**src/rtl/toggle_period_monitor.sv**
```systemverilog
// Receive-side checker for a free-running toggling bit: measures each level run of q,
// locks after LOCK_N consecutive runs of EXP_HALF cycles, and flags short/long/stuck runs.
module toggle_period_monitor #(
   parameter int EXP_HALF = 4,
   parameter int LOCK_N   = 4,
   parameter int CNT_W    = 8
) (
   input  logic             clk,
   input  logic             reset,
   input  logic             q,
   output logic             locked,
   output logic             err_pulse,
   output logic             err_flag,
   output logic [CNT_W-1:0] half_len,
   output logic [CNT_W-1:0] edge_cnt
);

   localparam int GOOD_W = $clog2(LOCK_N + 1);

   typedef enum logic [1:0] {
      ST_SYNC    = 2'd0,
      ST_MEASURE = 2'd1,
      ST_LOCKED  = 2'd2
   } state_t;

   state_t              state_q, state_d;
   logic                q_s_q, q_s_d;
   logic                q_sd_q, q_sd_d;
   logic [CNT_W-1:0]    run_len_q, run_len_d;
   logic [GOOD_W-1:0]   good_cnt_q, good_cnt_d;
   logic                locked_q, locked_d;
   logic                err_pulse_q, err_pulse_d;
   logic                err_flag_q, err_flag_d;
   logic [CNT_W-1:0]    half_len_q, half_len_d;
   logic [CNT_W-1:0]    edge_cnt_q, edge_cnt_d;

   logic                edge_det;
   logic                run_at_exp;
   logic                violation;

   always_comb begin
      q_s_d       = q;
      q_sd_d      = q_s_q;
      run_len_d   = run_len_q;
      good_cnt_d  = good_cnt_q;
      state_d     = state_q;
      half_len_d  = half_len_q;
      edge_cnt_d  = edge_cnt_q;
      violation   = 1'b0;

      edge_det    = q_s_q ^ q_sd_q;
      run_at_exp  = (run_len_q == CNT_W'(EXP_HALF));

      // run_len holds the length of the level that an edge terminates
      if (edge_det) begin
         run_len_d  = CNT_W'(1);
         half_len_d = run_len_q;
         edge_cnt_d = edge_cnt_q + CNT_W'(1);
      end else if (run_len_q != {CNT_W{1'b1}}) begin
         run_len_d = run_len_q + CNT_W'(1);
      end

      case (state_q)
         ST_SYNC: begin
            if (edge_det) begin
               state_d    = ST_MEASURE;
               good_cnt_d = '0;
            end
         end
         ST_MEASURE: begin
            if (edge_det) begin
               if (run_at_exp) begin
                  if (good_cnt_q == GOOD_W'(LOCK_N - 1)) begin
                     state_d    = ST_LOCKED;
                     good_cnt_d = GOOD_W'(LOCK_N);
                  end else begin
                     good_cnt_d = good_cnt_q + GOOD_W'(1);
                  end
               end else begin
                  violation  = 1'b1;
                  good_cnt_d = '0;
               end
            end else if (run_at_exp) begin
               // level already lasted EXP_HALF cycles with no edge: stuck
               violation = 1'b1;
               state_d   = ST_SYNC;
            end
         end
         ST_LOCKED: begin
            if (edge_det) begin
               if (!run_at_exp) begin
                  violation  = 1'b1;
                  state_d    = ST_MEASURE;
                  good_cnt_d = '0;
               end
            end else if (run_at_exp) begin
               violation = 1'b1;
               state_d   = ST_SYNC;
            end
         end
         default: begin
            state_d = ST_SYNC;
         end
      endcase

      locked_d    = (state_d == ST_LOCKED);
      err_pulse_d = violation;
      err_flag_d  = err_flag_q | violation;
   end

   always_ff @(posedge clk) begin
      if (reset) begin
         state_q     <= ST_SYNC;
         q_s_q       <= 1'b0;
         q_sd_q      <= 1'b0;
         run_len_q   <= '0;
         good_cnt_q  <= '0;
         locked_q    <= 1'b0;
         err_pulse_q <= 1'b0;
         err_flag_q  <= 1'b0;
         half_len_q  <= '0;
         edge_cnt_q  <= '0;
      end else begin
         state_q     <= state_d;
         q_s_q       <= q_s_d;
         q_sd_q      <= q_sd_d;
         run_len_q   <= run_len_d;
         good_cnt_q  <= good_cnt_d;
         locked_q    <= locked_d;
         err_pulse_q <= err_pulse_d;
         err_flag_q  <= err_flag_d;
         half_len_q  <= half_len_d;
         edge_cnt_q  <= edge_cnt_d;
      end
   end

   assign locked    = locked_q;
   assign err_pulse = err_pulse_q;
   assign err_flag  = err_flag_q;
   assign half_len  = half_len_q;
   assign edge_cnt  = edge_cnt_q;

endmodule

```
**config.mk**
```make
export PLATFORM = sky130hd
export DESIGN_NAME = toggle_period_monitor
export DESIGN_NICKNAME = d
export VERILOG_FILES = /design/src/rtl/toggle_period_monitor.sv
export SDC_FILE = /design/constraint.sdc
export NUM_CORES = 1
export LEC_CHECK = 0
export CAP_MARGIN = 0
export CORE_ASPECT_RATIO = 0.6
export CORE_UTILIZATION = 50
export CTS_CLUSTER_SIZE = 20
export DETAILED_ROUTE_END_ITERATION = 12
export DONT_BUFFER_PORTS = 1
export GPL_TIMING_DRIVEN = 0
export PLACE_DENSITY = 0.68
export SYNTH_ARGS = -nofsm -noshare
export SYNTH_HDL_FRONTEND = slang
export SYNTH_SLANG_ARGS = --single-unit
```
**constraint.sdc**
```tcl
create_clock -name clk -period 1.8 [get_ports clk]
set_input_delay 0.45 -clock clk [delete_from_list [all_inputs] [get_ports clk]]
set_output_delay 0.45 -clock clk [all_outputs]
set_load 0.01 [all_outputs]
```
# --- Word-level counts from Yosys, hierarchy flattened ---
# Index checks and enable logic that the tools add are counted.
op_classes:
  addsub: 3
  eq_ne: 10
  muxes: 21
  n_bitwise: 2
  n_reduce_logical: 6
ops:
  columns: ["cell", "count"]
  rows:
  - ["$mux 3", 6]
  - ["$add 8x1->8 const B", 2]
  - ["$mux 2", 7]
  - ["$pmux 3 s3", 1]
  - ["$eq 8x3->1 const B", 1]
  - ["$ne 2x2->1 const B", 4]
  - ["$ne 8x8->1 const B", 1]
  - ["$mux 1", 6]
  - ["$pmux 2 s3", 1]
  - ["$reduce_and 5->1", 1]
  - ["$eq 2x2->1 const B", 2]
  - ["$reduce_or 2->1", 2]
  - ["$add 3x1->3 const B", 1]
  - ["$eq 3x2->1 const B", 1]
  - ["$reduce_bool 3->1", 1]
  - ["$eq 2x1->1 const B", 1]
  - ["$logic_not 2->1", 1]
  - ["$reduce_bool 2->1", 1]
  - ["$or 1x1->1", 1]
  - ["$xor 1x1->1", 1]
word_totals:
  regBits: 34
  inputBits: 3
  out_inout_bits: 19
  wordCells: 53

# --- Depth between registers and ports, before layout ---
logic_depth:
  ltp_word: 6
  ltp_mapped: 6
  depth_no_buf: 6

# --- Least setup slack after synthesis ---
# Ideal clock, no wire load.
synth_timing:
  path_type: "register -> register"
  start: "register run_len_q[0]"
  end: "register locked_q, in the netlist locked"
  setup_ns: 0.087
  t_arrival_ns: 1.573
  required_time_ns: 1.713
  path_slack_ns: 0.140
  path_stages_with_launch: 7
  path_buffers: 0
  period_less_slack_ns: 1.660
  path_cell_list: "dfxtp_1 -> inv_1 -> ha_1 -> nor4b_4 -> a211oi_1 -> a2111o_1 -> nor4b_2"
synth_via:
  elab_chain_cells: 5
  elab_cells_between_ends: 8
  cone_classes: "eq/ne (2); mux (6)"
synth_lines:
  columns: ["item", "line_no", "source"]
  rows:
  - ["start: declaration", "29", "logic [CNT_W-1:0] run_len_q, run_len_d;"]
  - ["start signal: assignment", "127", "run_len_q <= run_len_d;"]
  - ["$eq 8x3->1 *", "52", "run_at_exp = (run_len_q == CNT_W'(EXP_HALF));"]
  - ["$mux 2 (on tied branches)", null, null]
  - ["$mux 2 (on tied branches)", "90, 71", null]
  - ["$pmux 2 s3 *", "63", "case (state_q)"]
  - ["$eq 2x2->1 *", "106", "locked_d = (state_d == ST_LOCKED);"]
  - ["end signal: assignment", "129", "locked_q <= locked_d;"]
  - ["end: declaration", "31", "logic locked_q, locked_d;"]
# Mark *: on every way between the ends. The rest lies on a longest branch, timed or not.
# A chain may end at the register's enable or synchronous reset.

# --- Worst setup path in the final report ---
layout_timing:
  start: "register run_len_q[1]"
  end: "register locked_q, in the netlist locked"
# The elaborated chain is that of the path after synthesis.

==> flow_summary_export.csv <==
group,metric,value,unit
grt,track_usage,22.29,%
place,place_hpwl,2462,um
final_layout,layout-drive-gt1-share,11.52,%
cts,tritoncts,"built",
routing,finalWirelength,3370,um
setup_path,cp_max_fo,5,
cts,cts_root_buffer,"clkbuf_8",
floorplanning,die_w,74.61,um
synthesis,synth_edf_count,0,
setup_path,cp-startpoint,"run_len_q[1]$_SDFFE_PP0P_",
floorplanning,core_area,2947,um^2
floorplanning,initial_utilization,53.67,%
synthesis,synth_nets,194,
timing,post-route-period-util,97.70,%
routing,drt-pass1-iter-count,5,
synthesis,synth_ff_type,"dfxtp_1",
routing,ant_nets,0,
cts,htreeDepth,2,
power_and_ir_drop,power.total,1.646,mW
status,status,"finished clean",
place,postPlaceCellArea,1634,um^2
setup_path,cp_data_required_time,2.00,ns
floorplanning,io_pins,22,
power_and_ir_drop,total_leakage_power,0.6232,nW
grt,top_usage_layer,"met2",
floorplanning,row_count,15,
timing,post-route-min-period,1.759,ns
power_and_ir_drop,vdd_ir_drop_max,434.5,uV
synthesis,netlist_area,1582,um^2
cts,max-clock-path-buffers,2,
synthesis,synth_area_per_cell,8.690,um^2
grt,antenna_found_initial,0,
setup_path,cp-start-kind,"flop",
synthesis,synth_cell_types,38,
synthesis,ys_warn_count,0,
timing,rsz0062_at_grt,"true",
final_layout,multiInputGateArea,853.3,um^2
grt,use_met2,32.79,%
routing,drt_iter0_drc,84,
timing,slew_viol_final,0,
floorplanning,dieHeight,45.57,um
place,portBuffers,0,
min_path,holdCritPathClass,"in -> reg",
routing,wl_per_cell,14.46,um
timing,fmax,568.6,MHz
setup_path,cp-end-kind,"flop",
final_layout,finish.instance_area,1767,um^2
min_path,min-delay-start,"q",
grt,grt_max_degree,13,
cts,clk_pin_slew,0.07,ns
timing,hold_viol,0,
synthesis,ys_ff_latch,34,
power_and_ir_drop,p_per_area,931.8,nW/um^2
timing,timing.hold.ws,0.2980,ns
grt,grt_pass1_wl,5499,um
final_layout,fin_nets,202,
setup_path,rr_startpoint,"run_len_q[1]$_SDFFE_PP0P_",
setup_path,critPathKind,"reg -> reg",
place,place_congestion,0.8207,
cts,cts_num_sinks,34,
final_layout,syn_to_final_growth,11.71,%
synthesis,async_flop_share,0,%
cts,insertion_delay,0.28,ns
timing,setup_viol,0,
timing,fin_skew,0.009260,ns
grt,grt_pass1_vias,1181,
floorplanning,die_area,3399,um^2
timing,worst_pin_slew,0.4158,ns
final_layout,insertedDiodeCount,0,
routing,post_drt_via_cell_ratio,5.464,
grt,grtUsageMet3,7.080,%
timing,relSlewSlack,71.89,%
final_layout,fin_util,59.96,%
final_layout,fillers,276,
cts,cts-buffers-inserted,5,
final_layout,mostFrequentLayoutCells,"dfxtp_1 (33), nand2_1 (25), nor2_1 (19)",
grt,use_met1,30.01,%
routing,vias,1273,
final_layout,ff_latch_area,681.9,um^2
synthesis,syn_inst,182,
routing,drc,0,
job,drv_cap,0,
synthesis,ys_seq_area_share,43.04,%
final_layout,final_common_cell,"dfxtp_1",
cts,hold_buffers,0,
grt,grt_overflow,0,
setup_path,arrival,1.96,ns
registers in the layout, summed over array words and instances, names as in the netlist:
signal      flops
q_sd_q          1
half_len        8
err_flag        1
err_pulse       1
good_cnt_q      3
edge_cnt        8
state_q         2
q_s_q           1
run_len_q       8
locked          1
synth_stat cells, types with 2 or more instances:
cell	n	area [um^2]
nand2_1	25	93.84
nor3_1	6	30.03
clkbuf_1	6	22.52
nor2_1	19	71.32
o211ai_1	2	15.01
nor2b_1	4	25.02
a41oi_1	2	17.52
inv_1	6	22.52
nand3_1	6	30.03
nand4_1	3	18.77
a21oi_1	15	75.07
dfxtp_1	34	680.7
xor2_1	7	61.31
and2_1	3	18.77
nor4b_1	2	17.52
ha_1	9	112.6
a211oi_1	3	22.52
o21ai_0	6	30.03
xnor2_1	5	43.79
stage by stage:
step,setup WS [ns],instances,setup TNS (ns)
5_1_grt,-0.06423,233,-0.06423
3_5_place_dp,-0.09296,224,-0.1423
4_1_cts,0.01839,233,0
3_3_place_gp,-0.01598,224,-0.01598
6_report,0.04138,233,0
2_1_floorplan,0.1399,182,0
routing by layer:
metal  wire [um]  part of all wire (%)
met4          17                  0.50
met5           0                     0
met1        1707                    51
met2        1469                    44
met3         175                   5.2
power breakdown:
part | switching (mW) | internal, mW | leakage, nW
clock | 0.281 | 0.412 | 0.0504
sequential | 0.0276 | 0.771 | 0.276
combinational | 0.0925 | 0.0622 | 0.297
total | 0.401 | 1.24 | 0.623
final timing paths:
path,slack [ns],cells past startpoint,end
max,0.04,6,locked$_SDFF_PP0_
min,0.30,1,q_s_q$_SDFF_PP0_
max reg2reg,0.04,6,locked$_SDFF_PP0_
min reg2reg,0.49,1,good_cnt_q[0]$_SDFFE_PP0P_
repair_timing:
action | in CTS | in global routing
buffers inserted | 1 | 0
resized for setup | 2 | 6
pin swaps | 1 | 0
endpoints found under the setup margin | 11 | 12
cell families (layout without fill, tap and decap cells):
logic type               after synthesis  in the layout  share of synthesized area, %
AO/OA/AOI/OAI                         35             35                         14.00
XOR/XNOR                              12             12                         6.646
adder cells (fa/ha/maj)                9              9                         7.120
buffers and inverters                 14             23                         3.401
flip-flops                            34             34                         43.04
multiplexers                           1              1                        0.6329
AND/OR/NAND/NOR                       77             77                         25.16
cell type report:
| class | count | area share (%) |
|---|---|---|
| Multi-Input combinational cell | 134 | 48.30 |
| Inverter | 6 | 1.275 |
| Sequential cell | 34 | 38.60 |
| Tap cell | 42 | 2.975 |
| Clock buffer | 5 | 3.895 |
| Clock inverter | 3 | 2.550 |
| Timing Repair Buffer | 1 | 0.4249 |
| Buffer | 8 | 1.983 |
worst max-delay path, cell delays in order, from the launching register on:
cell and delay (ns):
dfxtp_1 0.41, inv_1 0.07, ha_1 0.18, nor4b_4 0.15, and2_2 0.23, a2111o_1 0.41
nor4b_2 0.24
Power figures use the tool's default switching activity.
